===== src/rtl/lsu_pkg.sv =====
// Shared encodings and load-tag layout for the core-side data-port initiator.
package lsu_pkg;

   typedef enum logic [1:0] {
      MEM_OP_NONE  = 2'b00,
      MEM_OP_LOAD  = 2'b01,
      MEM_OP_STORE = 2'b10
   } mem_op_e;

   localparam logic [1:0] SIZE_B = 2'b00;
   localparam logic [1:0] SIZE_H = 2'b01;
   localparam logic [1:0] SIZE_W = 2'b10;

   typedef struct packed {
      logic [4:0] rd;
      logic [1:0] size;
      logic       uns;
      logic [1:0] off;
   } tag_t;

   localparam int TAG_W = $bits(tag_t);

endpackage


===== src/rtl/lsu_tag_fifo.sv =====
// Small synchronous FIFO holding load tags for issued-but-unreturned loads.
module lsu_tag_fifo #(
   parameter int DEPTH = 2,
   parameter int W     = 10,
   localparam int AW   = (DEPTH > 1) ? $clog2(DEPTH) : 1,
   localparam int CW   = $clog2(DEPTH + 1)
) (
   input  logic          clk,
   input  logic          rst_n,
   input  logic          push,
   input  logic [W-1:0]  din,
   input  logic          pop,
   output logic [W-1:0]  dout,
   output logic [CW-1:0] count,
   output logic          full,
   output logic          empty
);

   logic [W-1:0]  mem_q [DEPTH];
   logic [W-1:0]  mem_d [DEPTH];
   logic [AW-1:0] wr_ptr_q, wr_ptr_d, rd_ptr_q, rd_ptr_d;
   logic [CW-1:0] cnt_q, cnt_d;
   logic          do_push, do_pop;

   function automatic logic [AW-1:0] ptr_next(input logic [AW-1:0] p);
      return (p == AW'(DEPTH - 1)) ? '0 : p + 1'b1;
   endfunction

   always_comb begin
      full     = (cnt_q == CW'(DEPTH));
      empty    = (cnt_q == '0);
      dout     = mem_q[rd_ptr_q];
      do_pop   = pop & ~empty;
      do_push  = push & (~full | do_pop);
      mem_d    = mem_q;
      wr_ptr_d = wr_ptr_q;
      rd_ptr_d = rd_ptr_q;
      cnt_d    = cnt_q;
      if (do_push) begin
         mem_d[wr_ptr_q] = din;
         wr_ptr_d        = ptr_next(wr_ptr_q);
      end
      if (do_pop) begin
         rd_ptr_d = ptr_next(rd_ptr_q);
      end
      case ({do_push, do_pop})
         2'b10:   cnt_d = cnt_q + 1'b1;
         2'b01:   cnt_d = cnt_q - 1'b1;
         default: cnt_d = cnt_q;
      endcase
      count = cnt_q;
   end

   always_ff @(posedge clk or negedge rst_n) begin
      if (!rst_n) begin
         for (int unsigned i = 0; i < DEPTH; i++) begin
            mem_q[i] <= '0;
         end
         wr_ptr_q <= '0;
         rd_ptr_q <= '0;
         cnt_q    <= '0;
      end else begin
         mem_q    <= mem_d;
         wr_ptr_q <= wr_ptr_d;
         rd_ptr_q <= rd_ptr_d;
         cnt_q    <= cnt_d;
      end
   end

endmodule


===== src/rtl/lsu_mem_initiator.sv =====
// Load/store initiator for the core side of the data port: issues requests under
// the ready handshake, tracks outstanding loads and formats returned load data.
module lsu_mem_initiator
   import lsu_pkg::*;
#(
   parameter int MAX_OUTSTANDING = 2,
   parameter int ADDR_W          = 32
) (
   input  logic              clk,
   input  logic              reset,
   input  logic              req_valid,
   output logic              req_ready,
   input  logic              req_store,
   input  logic [1:0]        req_size,
   input  logic              req_unsigned,
   input  logic [ADDR_W-1:0] req_addr,
   input  logic [31:0]       req_wdata,
   input  logic [4:0]        req_rd,
   output logic              mem_en,
   output logic [3:0]        mem_we,
   output logic [ADDR_W-1:0] mem_addr,
   output logic [31:0]       mem_wdata,
   output logic [1:0]        mem_op,
   output logic [1:0]        mem_size,
   input  logic              mem_ready,
   input  logic              mem_rvalid,
   input  logic [31:0]       mem_rdata,
   output logic              wb_valid,
   output logic [31:0]       wb_data,
   output logic [4:0]        wb_rd,
   output logic              misalign,
   output logic              spurious,
   output logic              busy
);

   localparam int CNT_W = $clog2(MAX_OUTSTANDING + 1);
   localparam int OW    = CNT_W + 1;

   typedef enum logic {IDLE = 1'b0, HOLD = 1'b1} state_e;

   state_e            state_q, state_d;
   logic [ADDR_W-1:0] addr_q, addr_d;
   logic [3:0]        we_q, we_d;
   logic [31:0]       wdata_q, wdata_d;
   logic              store_q, store_d;
   logic [1:0]        size_q, size_d;
   logic              uns_q, uns_d;
   logic [4:0]        rd_q, rd_d;
   logic              misalign_q, misalign_d;
   logic              wb_valid_q, wb_valid_d;
   logic [31:0]       wb_data_q, wb_data_d;
   logic [4:0]        wb_rd_q, wb_rd_d;
   logic              spurious_q, spurious_d;

   logic              hold, push, pop, accept, bad_req;
   logic [OW-1:0]     occ;
   logic [TAG_W-1:0]  fifo_dout;
   logic [CNT_W-1:0]  fifo_count;
   logic              fifo_full, fifo_empty;
   tag_t              head, new_tag;
   logic [31:0]       shifted, load_fmt;

   lsu_tag_fifo #(
      .DEPTH (MAX_OUTSTANDING),
      .W     (TAG_W)
   ) u_tag_fifo (
      .clk   (clk),
      .rst_n (reset),
      .push  (push),
      .din   (new_tag),
      .pop   (pop),
      .dout  (fifo_dout),
      .count (fifo_count),
      .full  (fifo_full),
      .empty (fifo_empty)
   );

   always_comb begin
      hold    = (state_q == HOLD);
      pop     = mem_rvalid & ~fifo_empty;
      push    = hold & mem_ready & ~store_q & ~fifo_full;
      new_tag = '{rd: rd_q, size: size_q, uns: uns_q, off: addr_q[1:0]};
      head    = tag_t'(fifo_dout);

      // Occupancy after this edge, counting the held load that is about to push,
      // so a newly accepted load can never find the queue full when it completes.
      occ       = OW'(fifo_count) + OW'(hold & ~store_q) - OW'(pop);
      req_ready = reset & (~hold | mem_ready)
                  & ~(~req_store & (occ >= OW'(MAX_OUTSTANDING)));
      accept    = req_valid & req_ready;
      bad_req   = (req_size == 2'b11)
                  | ((req_size == SIZE_H) & req_addr[0])
                  | ((req_size == SIZE_W) & (req_addr[1:0] != 2'b00));

      state_d = state_q;
      addr_d  = addr_q;
      we_d    = we_q;
      wdata_d = wdata_q;
      store_d = store_q;
      size_d  = size_q;
      uns_d   = uns_q;
      rd_d    = rd_q;
      if (hold & mem_ready) begin
         state_d = IDLE;
      end
      if (accept & ~bad_req) begin
         state_d = HOLD;
         addr_d  = req_addr;
         store_d = req_store;
         size_d  = req_size;
         uns_d   = req_unsigned;
         rd_d    = req_rd;
         we_d    = '0;
         wdata_d = req_wdata;
         if (req_store) begin
            case (req_size)
               SIZE_B: begin
                  we_d    = 4'b0001 << req_addr[1:0];
                  wdata_d = {4{req_wdata[7:0]}};
               end
               SIZE_H: begin
                  we_d    = 4'b0011 << req_addr[1:0];
                  wdata_d = {2{req_wdata[15:0]}};
               end
               default: we_d = 4'b1111;
            endcase
         end
      end
      misalign_d = accept & bad_req;

      shifted = mem_rdata >> {head.off, 3'b000};
      case (head.size)
         SIZE_B:  load_fmt = {{24{~head.uns & shifted[7]}}, shifted[7:0]};
         SIZE_H:  load_fmt = {{16{~head.uns & shifted[15]}}, shifted[15:0]};
         default: load_fmt = shifted;
      endcase
      wb_valid_d = pop;
      wb_data_d  = pop ? load_fmt : wb_data_q;
      wb_rd_d    = pop ? head.rd : wb_rd_q;
      spurious_d = spurious_q | (mem_rvalid & fifo_empty);

      mem_en    = hold;
      mem_we    = hold ? we_q : '0;
      mem_addr  = hold ? {addr_q[ADDR_W-1:2], 2'b00} : '0;
      mem_wdata = hold ? wdata_q : '0;
      mem_op    = hold ? (store_q ? MEM_OP_STORE : MEM_OP_LOAD) : MEM_OP_NONE;
      mem_size  = hold ? size_q : '0;
      wb_valid  = wb_valid_q;
      wb_data   = wb_data_q;
      wb_rd     = wb_rd_q;
      misalign  = misalign_q;
      spurious  = spurious_q;
      busy      = hold | ~fifo_empty;
   end

   always_ff @(posedge clk or negedge reset) begin
      if (!reset) begin
         state_q    <= IDLE;
         addr_q     <= '0;
         we_q       <= '0;
         wdata_q    <= '0;
         store_q    <= 1'b0;
         size_q     <= '0;
         uns_q      <= 1'b0;
         rd_q       <= '0;
         misalign_q <= 1'b0;
         wb_valid_q <= 1'b0;
         wb_data_q  <= '0;
         wb_rd_q    <= '0;
         spurious_q <= 1'b0;
      end else begin
         state_q    <= state_d;
         addr_q     <= addr_d;
         we_q       <= we_d;
         wdata_q    <= wdata_d;
         store_q    <= store_d;
         size_q     <= size_d;
         uns_q      <= uns_d;
         rd_q       <= rd_d;
         misalign_q <= misalign_d;
         wb_valid_q <= wb_valid_d;
         wb_data_q  <= wb_data_d;
         wb_rd_q    <= wb_rd_d;
         spurious_q <= spurious_d;
      end
   end

endmodule


===== config.mk =====
export PLATFORM = sky130hd
export DESIGN_NAME = lsu_mem_initiator
export DESIGN_NICKNAME = d
export VERILOG_FILES = /design/src/rtl/lsu_pkg.sv /design/src/rtl/lsu_tag_fifo.sv /design/src/rtl/lsu_mem_initiator.sv
export SDC_FILE = /design/constraint.sdc
export NUM_CORES = 1
export LEC_CHECK = 0
export ABC_AREA = 1
export CORE_ASPECT_RATIO = 0.7
export CORE_MARGIN = 2
export CORE_UTILIZATION = 35
export CTS_BUF_LIST = sky130_fd_sc_hd__clkbuf_8 sky130_fd_sc_hd__clkbuf_16
export CTS_CLUSTER_DIAMETER = 200
export DETAILED_ROUTE_END_ITERATION = 12
export GPL_TIMING_DRIVEN = 0
export SLEW_MARGIN = 15
export SYNTH_ARGS = -nofsm -noshare
export SYNTH_HDL_FRONTEND = slang
export SYNTH_HIERARCHICAL = 1
export SYNTH_SLANG_ARGS = --single-unit

===== constraint.sdc =====
create_clock -name clk -period 4.49 [get_ports clk]
set_clock_uncertainty 0.05 [all_clocks]
set_input_delay 0.898 -clock clk [delete_from_list [all_inputs] [get_ports clk]]
set_output_delay 0.898 -clock clk [all_outputs]
set_load 0.1 [all_outputs]

# Word-level counts from Yosys, hierarchy flattened
# Cells that the tools add are included.
# Widths: inputs -> output; s select.
[op_classes]
n_shift = 3
eq_ne = 7
n_mux = 22
bitwise_logic = 35
n_lt_le_gt_ge = 4
add_sub_neg = 6
reduce_logical = 7
[ops]
columns = ["cell", "count"]
rows = [
  ["$pmux 32 s2", 2],
  ["$mux 32", 3],
  ["$mux 10", 4],
  ["$shr 32x5->32", 1],
  ["$bwmux 20", 1],
  ["$and 1x1->1", 17],
  ["$demux 10 s1", 1],
  ["$eq 2x2->1 const B", 4],
  ["$mux 4", 2],
  ["$not 1->1", 8],
  ["$pmux 4 s2", 1],
  ["$eq 2x1->1 const B", 3],
  ["$logic_not 2->1", 3],
  ["$mux 2", 3],
  ["$or 1x1->1", 6],
  ["$reduce_bool 2->1", 3],
  ["$ge 2x2->1 const B", 2],
  ["$mux 1", 4],
  ["$not 1->2", 2],
  ["$pmux 2 s2", 1],
  ["$shl 1x2->4 const A", 1],
  ["$shl 2x2->4 const A", 1],
  ["$add 2x3->3", 1],
  ["$and 1x3->3", 1],
  ["8 further kinds", 9],
]
[word_totals]
reg_bits = 142
inputBits = 110

# Logic depth before layout (Yosys ltp)
# Gate-level depths: netlist (run 1).
[depth]
ltp_word = 11
ltp_mapped = 17
ltp_nobuf = 15

# Hierarchy
# The synthesis (run 1) kept the hierarchy.
[modules_own_cells]
columns = ["module", "seq_area_each_um2", "instances", "area_per_inst_um2", "cells_each"]
rows = [
  ["lsu_mem_initiator", 2952.8, 1, 6537.5, 938],
  ["lsu_tag_fifo", 600.6, 1, 1186.1, 148],
]

# Worst setup path before layout (run 1)
# Ideal clock, no wire load.
[synth_timing]
path_type = "flip-flop to output port"
from = "register state_q (netlist: mem_en)"
to = "output req_ready"
stages_incl_launch_ff = 12
setup_slack_ps = -868
arrival_time_ps = 4410
required_ps = 3542
path_cell_list = "dfrtp_1 > buf_2 > inv_2 > nor2_1 > inv_1 > ha_1 > nor2_1 > fa_1 > inv_1 > nand3_1 > a21oi_2 > buf_2"
[synth_via]
elab_chain_cells = 7
elab_cells_between_ends = 10
cone_classes = "add/sub: 2; order compare: 1; bitwise: 7"
[synth_rtl]
columns = ["item", "line", "source"]
rows = [
  ["start: declaration", "lsu_mem_initiator.sv:41", "state_e state_q, state_d;"],
  ["start signal: assignment", "lsu_mem_initiator.sv:172", "state_q <= state_d;"],
  ["$and 1x3->3", "lsu_mem_initiator.sv:87", "occ = OW'(fifo_count) + OW'(hold & ~store_q) - OW'(pop);"],
  ["$add 2x3->3", "lsu_mem_initiator.sv:87", ""],
  ["$sub 3x1->3", "lsu_mem_initiator.sv:87", ""],
  ["$ge 3x2->1", "lsu_mem_initiator.sv:89", "& ~(~req_store & (occ >= OW'(MAX_OUTSTANDING)));"],
  ["$and 1x1->1", "lsu_mem_initiator.sv:89", ""],
  ["$not 1->1", "lsu_mem_initiator.sv:89", ""],
  ["$and 1x1->1 *", "lsu_mem_initiator.sv:89", ""],
  ["end: declaration", "lsu_mem_initiator.sv:12", "output logic req_ready,"],
]
# Mark *: on every way between the ends. The rest lies on a longest branch, timed or not.

# Worst setup path after layout (run 1)
[layout_timing]
from = "input mem_rvalid"
to = "output req_ready"
[layout_via]
elab_chain_cells = 6
[layout_rtl]
columns = ["item", "line", "source"]
rows = [
  ["start: declaration", "lsu_mem_initiator.sv:26", "input logic mem_rvalid,"],
  ["$and 1x1->1", "lsu_mem_initiator.sv:80", "pop = mem_rvalid & ~fifo_empty;"],
  ["$sub 3x1->3", "lsu_mem_initiator.sv:87", ""],
  ["$ge 3x2->1", "lsu_mem_initiator.sv:89", ""],
  ["$and 1x1->1", "lsu_mem_initiator.sv:89", ""],
  ["$not 1->1", "lsu_mem_initiator.sv:89", ""],
  ["$and 1x1->1", "lsu_mem_initiator.sv:89", ""],
]
# Every way passes these cells.

==> out/qor.yml, run 1 <==
power:
  intPower_uw: 3900
  powerDensity_nw_per_um2: 773
  clkPwrFrac_pct: 16.4
  power_switching_uw: 4560
  power.total_uw: 8460
  seq_power_share_pct: 26.7
  comb_power_share_pct: 56.9
  p_leak_uw: 0.00586
  swShare_pct: 53.9
  vdd_drop_max_uv: 343
timing:
  holdWs_ns: 0.335
  fin_crit_ns: 4.34
  slew_violations: 0
  rsz0062_at_grt: "no"
  fmax_mhz: 230
  finalHoldViolations: 0
  setup_viol_count_final: 0
  worst_slew_pin_slew_ns: 1.04
  slew_headroom_pct: 30.8
  period_share_pct: 96.6
worst_hold_path:
  min_path_type: "in -> async"
drt:
  drc: 0
  ant_nets: 0
  wl_um: 26400
  dr.pass1.iters: 5
  vias_per_cell: 4.78
  wire_per_inst_um: 16.3
  via_count: 7764
  first_iter_violations: 647
global_route:
  grt_usage_pct: 22.9
  grtUsageMet3_pct: 5.45
  grt_pass1_vias: 7196
  overflow: 0
  antenna_found_initial: 0
  use_met1_pct: 35.5
  top_usage_layer: "met1"
  gr-usage-met2_pct: 31.4
  grt_max_degree: 85
  grt_first_pass_wirelength_um: 40800
synth:
  synthAdderAreaFrac_pct: 0.583
  syn_inst: 1086
  synth_top_family_by_area: "simple AND/OR/NAND/NOR gates"
  synth_area_um2: 7720
  synthSimpleGateAreaFrac_pct: 37.4
  ys_seq_elements: 142
  ys_warn_count: 6
  synth_xor_area_share_pct: 0.227
  synthMuxAreaShare_pct: 0
  syn_avg_cell_area_um2: 7.11
  synth_cell_type_count: 34
  synth-compound-area-share_pct: 4.71
  ys_seq_area_share_pct: 46.0
setup_path:
  path_delay_family: "buffers and inverters"
  path_class: "in -> out"
  cp.required_ns: 3.54
  path_buf_inv: 5
  startpoint_type: "input pin"
  worst_ep_arrival_time_ns: 3.39
  endpoint_kind: "primary output"
  critPathMaxStageDelay_ns: 0.47
  path_cells: "clkdlybuf4s50_1 > nand2_4 > clkinv_4 > ha_1 > nor2_1 > fa_1 > inv_1 > nand3_2 > a21oi_4 > buf_6 > buf_8"
  crit_fanout: 11
  cpMaxStageDelayCell: "clkdlybuf4s50_1"
clocking:
  cts_tree: "done"
  htree_levels: 4
  clkSinkCount: 142
  clk_pin_slew_worst_paths_ns: 0.07
  cts_root_buf: "clkbuf_16"
  cts_buffers: 17
  cts_max_path_buffers: 2
  clk_latency_ns: 0.42
final_layout:
  fin_util_pct: 50.5
  drive_gt1_share_pct: 7.90
  num_antenna_cells: 0
  nNetsFinal: 1442
  fill_cells: 2141
  syn_to_final_growth_pct: 41.8
floorplan:
  die_area_um2: 23300
  start_util_pct: 35.6
  row_count: 45
  ios: 225
  die_y_um: 128
  die_x_um: 182
  core_um2: 21700
placed_design:
  place_congestion: 0.921
  numPortBuffers: 221
  dpl.hpwl_um: 20200
run:
  maxCapViolCount: 0
run_status:
  status: "completed"
worst reg2reg max path: cells and delay by family, from the launching register on:
family / cells / cell delay (ns)
and+or+nand+nor: 6 / 0.98
buffers and inverters: 5 / 0.95
DFF: 1 / 0.48
AOI/OAI and AO/OA: 1 / 0.22
adders and majority gates: 2 / 0.73
synth_stat cells, drive strengths merged:
master  number  area (um^2)
fa           1         20.0
ha           2         25.0
nand2      504         1890
inv        126          473
clkbuf      38          143
o21ai       28          144
a21o         1         7.51
buf         37          229
clkinv       1         3.75
conb         1         3.75
xnor2        1         8.76
nor3         1         5.00
nand4       81          528
nor2        11         48.8
a21oi       20          104
a31oi        9         56.3
o211ai       7         52.6
nand3       56          303
dfrtp      142         3550
xor2         1         8.76
or2         18          113
logic make-up (layout without fill, tap and decap cells):
group,count (synthesis),after routing
buf+inv,202,457
flops,142,142
other cells,1,2
compound gates,65,65
fa+ha+maj,3,3
simple gates,671,671
xor+xnor,2,2
flip-flops by register name, indices dropped and copies added, names as in the netlist, 2 cells and up:
signal            count
size_q                2
rd_q                  5
wdata_q              32
we_q                  4
addr_q               32
u_tag_fifo/mem_q     20
wb_rd                 5
wb_data              32
u_tag_fifo/count      2
layer usage:
layer / share of wire [%] / vias up
li1: - / 3886
met1: 51 / 3595
met2: 41 / 256
met3: 7.3 / 27
met4: 1.4 / 0
met5: 0 / -
power by group through the flow:
stage               Clock, uW  Sequential (uW)  Combinational (uW)
floorplan                   0             3430                2310
global placement            0             2260                4730
detailed placement          0             2270                4770
CTS                      1410             2260                4810
global route             1470             2330                5160
finish                   1380             2260                4820
layout by cell type (no fill, tap or decap), drive strengths merged, types with 20 or more instances in the layout:
cell / synthesis / layout
nand3: 56 / 56
a21oi: 20 / 20
o21ai: 28 / 28
dfrtp: 142 / 142
inv: 126 / 133
nand4: 81 / 81
clkdlybuf4s50: 0 / 219
nand2: 504 / 504
buf: 37 / 41
clkbuf: 38 / 55
path summary, 6_finish.rpt:
check                                    start                   to  slack (ns)  cells after the start
setup reg to reg           u_tag_fifo/count[1]          wdata_q[19]        0.99                     14
hold reg to reg            u_tag_fifo/mem_q[3]  u_tag_fifo/mem_q[3]        0.42                      2
max in group asynchronous                reset  u_tag_fifo/count[1]        3.24                      2
min in group clk           u_tag_fifo/mem_q[3]  u_tag_fifo/mem_q[3]        0.42                      2
hold / removal                           reset          wdata_q[24]        0.34                      1
setup / recovery                    mem_rvalid            req_ready        0.15                     11
area by class of cell:
class,count,area (um^2),share of cell area [%]
plain buffers,74,374,3.42
clock buffers,18,439,4.01
repair buffers,223,2260,20.6
inverters,127,482,4.40
flip-flops and latches,142,3550,32.4
well taps,282,353,3.22
clock inverters,14,134,1.22
repair inverters,1,5.00,0.0457
multi-input cells,743,3350,30.6
what timing repair did:
item,in CTS,in global routing
buffers inserted,1,0
endpoints found under the setup margin,1,1
cloned,1,0
hold buffers,0,0
resized for setup,13,3
pin swaps,1,1
stage by stage:
step	area [um^2]	cells	setup TNS, ns	worst slack, ns
global route	11000	1624	0	0.00876
floorplan	7730	1087	0	0.000528
global placement	10300	1590	-788.86	-5.16
detailed placement	10300	1591	-3.73	-1.69
finish	11000	1624	0	0.150
CTS	10900	1624	0	0.0201
(Power assumes the default switching activity.)
==> inputs of run 2 (changes only) <==
SLEW_MARGIN = unset   (was 15)
==> out/qor.yml, run 2 (synthesis results as in run 1) <==
timing:
  slew_headroom_pct: 30.8  # about the same
  finalHoldViolations: 0  # unchanged
  setup_tns_ns: 0  # unchanged
  setup_viol_count_final: 0  # unchanged
  rsz0062_at_grt: "no"  # unchanged
  fin_crit_ns: 4.34  # about the same
  setup_slack_ns: 0.150  # about the same
  worst_slew_pin_slew_ns: 1.04  # about the same
  fmax_mhz: 230  # about the same
  slew_violations: 0  # unchanged
  period_share_pct: 96.7  # was 96.6%
clocking:
  cts_buffers: 17  # unchanged
  cts_tree: "done"  # unchanged
  clkSinkCount: 142  # unchanged
  clk_latency_ns: 0.42  # about the same
  cts_root_buf: "clkbuf_16"  # unchanged
  hold_buffers: 0  # unchanged
  cts_max_path_buffers: 2  # unchanged
  htree_levels: 4  # unchanged
  clk_pin_slew_worst_paths_ns: 0.07  # about the same
drt:
  first_iter_violations: 647  # unchanged
  wl_um: 26400  # about the same
  drc: 0  # unchanged
  ant_nets: 0  # unchanged
  wire_per_inst_um: 16.3  # about the same
  vias_per_cell: 4.77  # was 4.78
  dr.pass1.iters: 5  # unchanged
  via_count: 7754  # was 7764
global_route:
  antenna_found_initial: 0  # unchanged
  use_met1_pct: 35.5  # unchanged
  grt_pass1_vias: 7196  # unchanged
  top_usage_layer: "met1"  # unchanged
  grt_first_pass_wirelength_um: 40800  # unchanged
  grtUsageMet3_pct: 5.45  # unchanged
  grt_usage_pct: 22.9  # unchanged
  gr-usage-met2_pct: 31.4  # unchanged
  overflow: 0  # unchanged
  grt_max_degree: 85  # unchanged
floorplan:
  core_um2: 21700  # unchanged
  die_x_um: 182  # unchanged
  row_count: 45  # unchanged
  ios: 225  # unchanged
  start_util_pct: 35.6  # unchanged
  die_y_um: 128  # unchanged
  die_area_um2: 23300  # unchanged
power:
  vdd_drop_max_uv: 343  # about the same
  p_leak_uw: 0.00586  # about the same
  seq_power_share_pct: 26.7  # about the same
  swShare_pct: 53.9  # about the same
  intPower_uw: 3900  # about the same
  clkPwrFrac_pct: 16.4  # about the same
  powerDensity_nw_per_um2: 773  # about the same
  comb_power_share_pct: 56.9  # about the same
  power_switching_uw: 4560  # about the same
  power.total_uw: 8460  # about the same
placed_design:
  place_congestion: 0.921  # unchanged
  place_inst: 1591  # unchanged
  dpl.hpwl_um: 20200  # about the same
  numPortBuffers: 221  # unchanged
  placed_area_um2: 10300  # about the same
  dpl_worst_slack_ns: -1.69  # unchanged
setup_path:
  cp.required_ns: 3.54  # about the same
  path_class: "in -> out"  # unchanged
  crit_fanout: 11  # unchanged
  worst_ep_arrival_time_ns: 3.39  # about the same
  critPathMaxStageDelay_ns: 0.47  # about the same
  endpoint_kind: "primary output"  # unchanged
  path_cells: "clkdlybuf4s50_1 > nand2_4 > clkinv_4 > ha_1 > nor2_1 > fa_1 > inv_1 > nand3_2 > a21oi_4 > buf_6 > buf_8"  # unchanged
  startpoint_type: "input pin"  # unchanged
  cpMaxStageDelayCell: "clkdlybuf4s50_1"  # unchanged
worst_hold_path:
  min_path_type: "in -> async"  # unchanged
final_layout:
  drive_gt1_share_pct: 7.90  # unchanged
  num_antenna_cells: 0  # unchanged
  nNetsFinal: 1442  # unchanged
  final_area_um2: 10900  # was 11000 um^2
  final_common_cell: "nand2_1"  # unchanged
  layout_common_cells: "nand2_1, clkdlybuf4s50_1, dfrtp_1"  # unchanged
  final_cell_count_no_fill: 1624  # unchanged
  syn_to_final_growth_pct: 41.7  # was 41.8%
run:
  maxCapViolCount: 0  # unchanged
run_status:
  status: "completed"  # unchanged
==> run 2: cell counts in the layout (fill, tap and decap cells not counted) <==
Identical to the previous run, type by type.
==> run 2: layout make-up <==
class / instances / area (um^2)
fill: 2141 / 10700
sequential: 142 / 3550
multi-input combinational: 743 / 3350
timing repair buffer: 223 / 2250
inverter: 127 / 482
clock buffer: 18 / 439
buffer: 74 / 374
tap: 282 / 353
clock inverter: 14 / 134
timing repair inverter: 1 / 5.00
==> run 2: power groups by stage <==
stage	Sequential [uW]	Clock, uW	Combinational, uW
3_5_place_dp	2270	0	4770
5_1_grt	2330	1470	5160
2_1_floorplan	3430	0	2310
3_3_place_gp	2260	0	4730
6_report	2260	1380	4820
4_1_cts	2260	1410	4800
==> run 2: path summary, 6_finish.rpt <==
| path | start | end | slack, ns | depth (start not counted) |
|---|---|---|---|---|
| worst max-delay path | mem_rvalid | req_ready | 0.15 | 11 |
| worst min-delay path | reset | wdata_q[24] | 0.38 | 1 |
| worst max register to register | u_tag_fifo/count[1] | wdata_q[19] | 0.99 | 14 |
| worst min register to register | u_tag_fifo/mem_q[3] | u_tag_fifo/mem_q[3] | 0.42 | 2 |
| max in group asynchronous | reset | u_tag_fifo/count[1] | 3.15 | 2 |
| min in group clk | u_tag_fifo/mem_q[3] | u_tag_fifo/mem_q[3] | 0.42 | 2 |
==> run 2: timing repair <==
| action | in CTS | in global routing |
|---|---|---|
| pin swaps | 1 | 1 |
| setup buffers | 1 | 0 |
| cloned | 1 | 0 |
| setup endpoints to repair | 1 | 1 |
| gates resized for setup | 13 | 3 |
==> run 2: worst max-delay path, delay by kind of cell <==
family / cells / cell delay [ns]
buf+inv: 5 / 1.07
fa+ha+maj: 2 / 0.73
simple gates: 3 / 0.45
compound gates: 1 / 0.22
==> run 2: per-layer routing <==
layer	vias up	share of wire, %	wire, um
met2	261	41	10800
met3	25	7.6	2000
met4	0	1.3	347
li1	3885	-	-
met1	3583	50	13300
met5	-	0	0
==> run 2: metrics by stage <==
stage	hold WS [ns]	utilization, %
final	0.383	50.5
after global routing	0.431	50.5
after global placement	0.392	47.5
after CTS	0.412	50.4
after detailed placement	0.408	47.6
after floorplan	0.392	-
==> inputs of run 3 (changes only) <==
CTS_CLUSTER_SIZE = 24   (was unset)
==> results of run 3 <==
No change in the layout: final DEF, timing and power equal those of run 2.
